`src/rtl/spi_mem_master_p.sv`:
```
// SPI mode-0 master that performs single-word reads/writes to an addressed slave memory.
// Frame (MSB first): 1 direction bit (1 = write), ADDR_W address bits, DATA_W data bits.
module spi_mem_master_p #(
    parameter int unsigned DATA_W  = 8,
    parameter int unsigned ADDR_W  = 8,
    parameter int unsigned DEPTH   = 256,
    parameter int unsigned CLK_DIV = 2
) (
    input  logic              clk,
    input  logic              rst,
    input  logic              req,
    input  logic              wr,
    input  logic [ADDR_W-1:0] addr,
    input  logic [DATA_W-1:0] din,
    output logic              busy,
    output logic              done,
    output logic              err,
    output logic [DATA_W-1:0] dout,
    output logic              cs,
    output logic              sclk,
    output logic              mosi,
    input  logic              miso
);

    localparam int unsigned FRAME_W = 1 + ADDR_W + DATA_W;
    localparam int unsigned BIT_W   = $clog2(FRAME_W + 1);
    localparam int unsigned DIV_W   = $clog2(CLK_DIV + 1);
    localparam int unsigned CMP_W   = ADDR_W + 1;

    // One extra bit so DEPTH = 2**ADDR_W is representable and never flags an error.
    localparam logic [CMP_W-1:0] DEPTH_V    = CMP_W'(DEPTH);
    localparam logic [DIV_W-1:0] DIV_LAST   = DIV_W'(CLK_DIV - 1);
    localparam logic [BIT_W-1:0] BIT_LAST   = BIT_W'(FRAME_W - 1);
    localparam logic [BIT_W-1:0] DATA_FIRST = BIT_W'(1 + ADDR_W);

    typedef enum logic [1:0] {
        IDLE  = 2'd0,
        CHECK = 2'd1,
        SHIFT = 2'd2,
        DONE  = 2'd3
    } state_t;

    state_t              state, state_d;
    logic                wr_q, wr_d;
    logic [ADDR_W-1:0]   addr_q, addr_d;
    logic [FRAME_W-1:0]  tx, tx_d;
    logic [DATA_W-1:0]   rx, rx_d;
    logic [DIV_W-1:0]    div_cnt, div_d;
    logic [BIT_W-1:0]    bit_cnt, bit_d;
    logic                busy_d, done_d, err_d, cs_d, sclk_d, mosi_d;
    logic [DATA_W-1:0]   dout_d;
    logic                req_addr_ok_c;
    logic                lat_addr_ok_c;

    // Address range checks against the incoming and the latched address.
    always_comb begin
        req_addr_ok_c = (CMP_W'(addr) < DEPTH_V);
        lat_addr_ok_c = (CMP_W'(addr_q) < DEPTH_V);
    end

    // State register and all registered outputs.
    always_ff @(posedge clk or negedge rst) begin
        if (!rst) begin
            state   <= IDLE;
            wr_q    <= 1'b0;
            addr_q  <= '0;
            tx      <= '0;
            rx      <= '0;
            div_cnt <= '0;
            bit_cnt <= '0;
            busy    <= 1'b0;
            done    <= 1'b0;
            err     <= 1'b0;
            dout    <= '0;
            cs      <= 1'b1;
            sclk    <= 1'b0;
            mosi    <= 1'b0;
        end else begin
            state   <= state_d;
            wr_q    <= wr_d;
            addr_q  <= addr_d;
            tx      <= tx_d;
            rx      <= rx_d;
            div_cnt <= div_d;
            bit_cnt <= bit_d;
            busy    <= busy_d;
            done    <= done_d;
            err     <= err_d;
            dout    <= dout_d;
            cs      <= cs_d;
            sclk    <= sclk_d;
            mosi    <= mosi_d;
        end
    end

    // Next-state and next-output logic for the transaction sequencer.
    always_comb begin
        state_d = state;
        wr_d    = wr_q;
        addr_d  = addr_q;
        tx_d    = tx;
        rx_d    = rx;
        div_d   = div_cnt;
        bit_d   = bit_cnt;
        done_d  = 1'b0;
        err_d   = 1'b0;
        dout_d  = dout;
        cs_d    = cs;
        sclk_d  = sclk;
        mosi_d  = mosi;

        case (state)
            IDLE: begin
                if (req) begin
                    wr_d    = wr;
                    addr_d  = addr;
                    tx_d    = {wr, addr, (wr ? din : {DATA_W{1'b0}})};
                    // Select the slave already in the check cycle when the address is valid.
                    cs_d    = ~req_addr_ok_c;
                    div_d   = '0;
                    bit_d   = '0;
                    state_d = CHECK;
                end
            end

            CHECK: begin
                if (!lat_addr_ok_c) begin
                    done_d  = 1'b1;
                    err_d   = 1'b1;
                    state_d = DONE;
                end else begin
                    // First bit is presented at the start of its low phase.
                    mosi_d  = tx[FRAME_W-1];
                    tx_d    = {tx[FRAME_W-2:0], 1'b0};
                    sclk_d  = 1'b0;
                    div_d   = '0;
                    bit_d   = '0;
                    state_d = SHIFT;
                end
            end

            SHIFT: begin
                if (div_cnt == DIV_LAST) begin
                    div_d = '0;
                    if (!sclk) begin
                        // Rising edge: capture read data during the data field.
                        sclk_d = 1'b1;
                        if (!wr_q && (bit_cnt >= DATA_FIRST)) begin
                            rx_d = (rx << 1) | DATA_W'(miso);
                        end
                    end else begin
                        // Falling edge: advance to the next bit or close the frame.
                        sclk_d = 1'b0;
                        if (bit_cnt == BIT_LAST) begin
                            mosi_d  = 1'b0;
                            cs_d    = 1'b1;
                            done_d  = 1'b1;
                            if (!wr_q) begin
                                dout_d = rx;
                            end
                            state_d = DONE;
                        end else begin
                            bit_d  = bit_cnt + BIT_W'(1);
                            mosi_d = tx[FRAME_W-1];
                            tx_d   = {tx[FRAME_W-2:0], 1'b0};
                        end
                    end
                end else begin
                    div_d = div_cnt + DIV_W'(1);
                end
            end

            DONE: begin
                state_d = IDLE;
            end

            default: begin
                state_d = IDLE;
            end
        endcase

        busy_d = (state_d != IDLE);
    end

endmodule

```
`config.mk`:
```
export PLATFORM = sky130hd
export DESIGN_NAME = spi_mem_master_p
export DESIGN_NICKNAME = d
export VERILOG_FILES = /design/src/rtl/spi_mem_master_p.sv
export SDC_FILE = /design/constraint.sdc
export NUM_CORES = 1
export LEC_CHECK = 0
export CAP_MARGIN = 5
export CORE_UTILIZATION = 31
export DETAILED_ROUTE_END_ITERATION = 7
export SLEW_MARGIN = 20
export SYNTH_ARGS = -nofsm -noshare
export SYNTH_HDL_FRONTEND = slang
export SYNTH_SLANG_ARGS = --single-unit
```
`constraint.sdc`:
```
create_clock -name clk -period 2.34 [get_ports clk]
set_input_delay 0.702 -clock clk [delete_from_list [all_inputs] [get_ports clk]]
set_output_delay 0.702 -clock clk [all_outputs]
set_load 0.005 [all_outputs]
```
Word-level counts from Yosys, hierarchy flattened

Index checks and enable logic that the tools add are counted.

$add $sub $neg: 2
Mux-type cells: 35
Equal/unequal tests: 10
Bitwise gates (word level): 3
Order comparisons: 1
Reduce and logical (&&, ||, !) cells: 15

Operators with widths:

| operator                                                              | count |
|---|---|
| 17-bit 2-to-1 mux                                                     | 4 |
| 17-bit one-hot mux with 3 select lines                                | 1 |
| 5-bit 2-to-1 mux                                                      | 4 |
| 5-bit one-hot mux with 3 select lines                                 | 1 |
| 5-bit AND reduction                                                   | 3 |
| 1-bit 2-to-1 mux                                                      | 13 |
| 2-bit 2-to-1 mux                                                      | 6 |
| 2-bit != test, second input constant                                  | 5 |
| 8-bit 2-to-1 mux                                                      | 1 |
| 8-bit by 1-bit bitwise OR with 8-bit output                           | 1 |
| 2-bit one-hot mux with 4 select lines                                 | 1 |
| 1-bit one-hot mux with 2 select lines                                 | 3 |
| 2-bit one-hot mux with 3 select lines                                 | 1 |
| 2-bit AND reduction                                                   | 3 |
| 2-bit nonzero test                                                    | 3 |
| 5-bit by 1-bit adder with 5-bit output, second input constant         | 1 |
| 5-bit equality test, second input constant                            | 1 |
| 5-bit by 4-bit >= comparator with 1-bit output, second input constant | 1 |
| 2-bit by 1-bit equality test with 1-bit output, second input constant | 2 |
| 2-bit equality test, second input constant                            | 2 |
| 4-bit AND reduction                                                   | 1 |
| 3-bit AND reduction                                                   | 1 |
| 3-bit nonzero test                                                    | 1 |
| 2-bit by 1-bit adder with 2-bit output, second input constant         | 1 |
| other kinds (4)                                                       | 5 |

Flip-flop bits (word level): 48
Input bits: 21
Output and inout bits: 14
Word-level logic and storage cells: 78

Depth between registers and ports, before layout

Word-level depth: 6
Mapped depth: 8
Mapped depth without buffers: 6

Least setup slack after synthesis

OpenSTA, ideal clock, no wires.

Path type: reg2reg
Start: register state[0]
End: register dout[0]
Stages on the path, launching flop included: 7
Setup slack: 498 ps
Library setup time: 128 ps
Data required time: 2212 ps
Arrival: 1714 ps
Clock period less this slack: 1842 ps
Buffers on the path: 0
Path through: dfrtp_1 -> inv_1 -> ha_1 -> nor3b_2 -> nand4_2 -> nor2_4 -> mux2_1

Longest elaborated chain between the ends: 2

RTL lines:

| item                          | RTL line | text |
|---|---|---|
| start: declaration            | 43       | `state_t state, state_d;` |
| start signal: assignment      | 79       | `state <= state_d;` |
| 2-bit equality test           | 112      | `case (state)` |
| 5-bit AND reduction (no line) | --       |  |
| end signal: assignment        | 89       | `dout <= dout_d;` |
| end: declaration              | 18       | `output logic [DATA_W-1:0] dout,` |

Every way passes these cells.
A chain may end at the register's enable or synchronous reset.

Worst setup path after layout

Start: input req
End: register tx[0]

Longest elaborated chain between the ends: 2

RTL lines:

| item                          | RTL line | text |
|---|---|---|
| start: declaration            | 11       | `input logic req,` |
| 2-bit != test (no line)       | --       |  |
| 5-bit AND reduction (no line) | --       |  |
| end signal: assignment        | 82       | `tx <= tx_d;` |
| end: declaration              | 46       | `logic [FRAME_W-1:0] tx, tx_d;` |

Every way passes these cells.

==> results.yml <==
outcome:
  status: "finished clean"
synthesis:
  seq_area_frac_synth_pct: 51.7
  yosysTopAreaCellShare_pct: 50.6
  ys_top_cells_by_count: "dfrtp_1, a21oi_1, mux2_1"
  yosys-top-cells-area: "dfrtp_1, mux2_1, a21oi_1"
  synth.most_common_cell: "dfrtp_1"
  ys_async_sr_fraction_pct: 100
  synth_flop_cell: "dfrtp_1"
  synthesis.area_sq_um: 2330
  synth_edf_count: 0
  yosysWarnings: 0
  synth.distinct_cells: 51
  synth-seq-cells: 48
  postSynthAreaPerCell_sq_um: 11.5
  synthCells: 203
  syn-num-nets: 231
  synth_area_leader_cell: "dfrtp_1"
floorplanning:
  die-width_um: 88.6
  dieHeight_um: 88.6
  start_util_pct: 32.1
  pin_count: 35
  row_count: 31
  core_sq_um: 7250
  die_area_sq_um: 7850
setup_path:
  critPathLaunchType: "input pin"
  path_max_fanout: 8
  cpPeakStageDelay_ns: 0.48
  cpMaxStageDelayCell: "clkdlybuf4s50_1"
  path_cells: "clkdlybuf4s50_1 -> and2b_1 -> a311oi_2 -> and2_1 -> buf_4 -> a31o_1"
  cp_data_required_time_ns: 2.59
  arrival_ns: 2.33
  worstRegToRegCells: 7
  critPathCaptureType: "register"
  path_class: "input pin to register"
detailed_routing:
  drtIter0Drc: 109
  viasPerCell: 4.89
  dr.pass1.iters: 4
  drt-total-wl_um: 4580
  wl_per_cell_um: 13.4
  drc_errors: 0
  vias: 1678
  ant_nets: 0
clock_network:
  clk_latency_ns: 0.31
  cts_hold_repair.buffers: 0
  numCtsBuffers: 5
  cts_sinks: 48
  clockBufferDepth: 2
  tritoncts: "done"
  clkTransAtPathRegs_ns: 0.10
  post_cts_resized: 0
  cts.htree.levels: 2
  cts_setup_buffers: 0
  cts_root_buffer: "clkbuf_8"
grt:
  grt_pass1_wl_um: 7870
  grt.total_usage_pct: 13.0
  grt_remaining_overflow: 0
  grt_start_max_net_pins: 20
  antenna_found_initial: 0
  grt_pass1_vias: 1584
placement:
  gp_congestion: 0.812
  pre_cts_slack_ns: -0.0344
  placed_cell_area_sq_um: 2830
  hpwl_um: 3320
  port_buffers: 33
pwr:
  peakVddDrop_mv: 0.243
  power_per_cell_area_nw_per_um2: 517
  p_total_mw: 1.52
  leakagePower_nw: 1.37
hold_path:
  min_path_type: "input pin to asynchronous set/reset pin"
cells_and_area:
  area_delta_synth_final_pct: 26.4
  drive_gt1_share_pct: 16.0
  fillers: 742
  nets: 271
  design_area_sq_um: 2940
  final_core_utilization_pct: 40.5
  insertedDiodeCount: 0
sta:
  fmax_mhz: 480
  worst_clock_skew_ns: 0.00936
  setup_viol: 0
  finalHoldViolations: 0
  setup_slack_ns: 0.258
  drv_slew: 0
  rsz0062_at_grt: "false"
  fin_crit_ns: 2.08
  whs_ns: 0.335
  period_share_pct: 89.0
job:
  maxCapViolCount: 0
[metal layers]
metal / track usage [%] / part of all wire (%) / up-vias / routed length (um)
li1: - / - / 810 / -
met1: 19.0 / 50 / 830 / 2270
met2: 19.6 / 46 / 32 / 2100
met3: 2.52 / 3.5 / 6 / 160
met4: 3.96 / 1.1 / 0 / 51
met5: 0 / 0 / - / 0
[flip-flops by register name (all words and copies together) (netlist names), 2 cells and up]
name,count
tx,17
rx,8
state,2
dout,8
bit_cnt,5
div_cnt,2
[power by group]
part | internal [mW] | leakage, nW | switching [mW]
sequential | 0.836 | 0.607 | 0.00453
combinational | 0.0376 | 0.713 | 0.0251
clock | 0.322 | 0.0548 | 0.296
total | 1.20 | 1.37 | 0.326
[layout make-up]
type                    count  area, sq um  area share, %
repair buffers             46          448           15.2
clock inverters             3         46.3           1.57
clock buffers               5         68.8           2.34
well taps                  99          124           4.21
flip-flops and latches     48         1200           40.9
multi-input cells         134         1020           34.7
inverters                   8         30.0           1.02
[cell usage in the layout, fill, tap and decap left out, types with 2 or more instances in the layout]
| master | Yosys | final |
|---|---|---|
| buf_4 | 1 | 11 |
| o21ai_1 | 2 | 2 |
| mux2i_1 | 9 | 9 |
| inv_1 | 7 | 7 |
| nand4_1 | 3 | 3 |
| mux2_1 | 16 | 16 |
| nand2_1 | 9 | 9 |
| o211ai_1 | 2 | 2 |
| a21oi_1 | 30 | 30 |
| nand2b_1 | 2 | 2 |
| a21boi_0 | 2 | 2 |
| buf_12 | 0 | 2 |
| nand3_1 | 3 | 3 |
| a21oi_2 | 9 | 9 |
| o21ai_0 | 3 | 3 |
| nor2_1 | 3 | 3 |
| ha_1 | 7 | 7 |
| nand3b_1 | 2 | 2 |
| clkdlybuf4s50_1 | 0 | 32 |
| dfrtp_1 | 47 | 47 |
| a22oi_1 | 6 | 6 |
| clkbuf_8 | 0 | 5 |
[cells by family (layout without fill, tap and decap cells)]
kind of cell,count (synthesis),count (layout),share of synthesized area (%)
multiplexers,26,26,12.1
flip-flops,48,48,51.7
buffers and inverters,21,62,4.41
adder cells (fa/ha/maj),7,7,3.77
AND/OR/NAND/NOR,35,35,9.31
AO/OA/AOI/OAI,65,65,18.6
other,1,1,0.161
[worst max-delay path, delay by kind of cell]
family | cells | cell delay, ns
buffers and inverters | 2 | 0.68
AO/OA/AOI/OAI | 2 | 0.44
AND/OR/NAND/NOR | 2 | 0.51
[worst paths after layout]
kind / to / from / slack (ns)
setup / recovery: tx[0] / req / 0.26
hold / removal: tx[14] / rst / 0.34
setup reg to reg: rx[7] / state[0] / 0.31
hold reg to reg: dout[7] / rx[7] / 0.50
max in group asynchronous: cs / rst / 1.37
min in group clk: dout[7] / rx[7] / 0.50
[metrics by stage]
| step | cells | setup TNS [ns] |
|---|---|---|
| global route | 343 | 0 |
| finish | 343 | 0 |
| CTS | 343 | 0 |
| floorplan | 203 | 0 |
| detailed placement | 335 | -0.129 |
| global placement | 335 | -0.0986 |
Power figures use the tool's default switching activity.
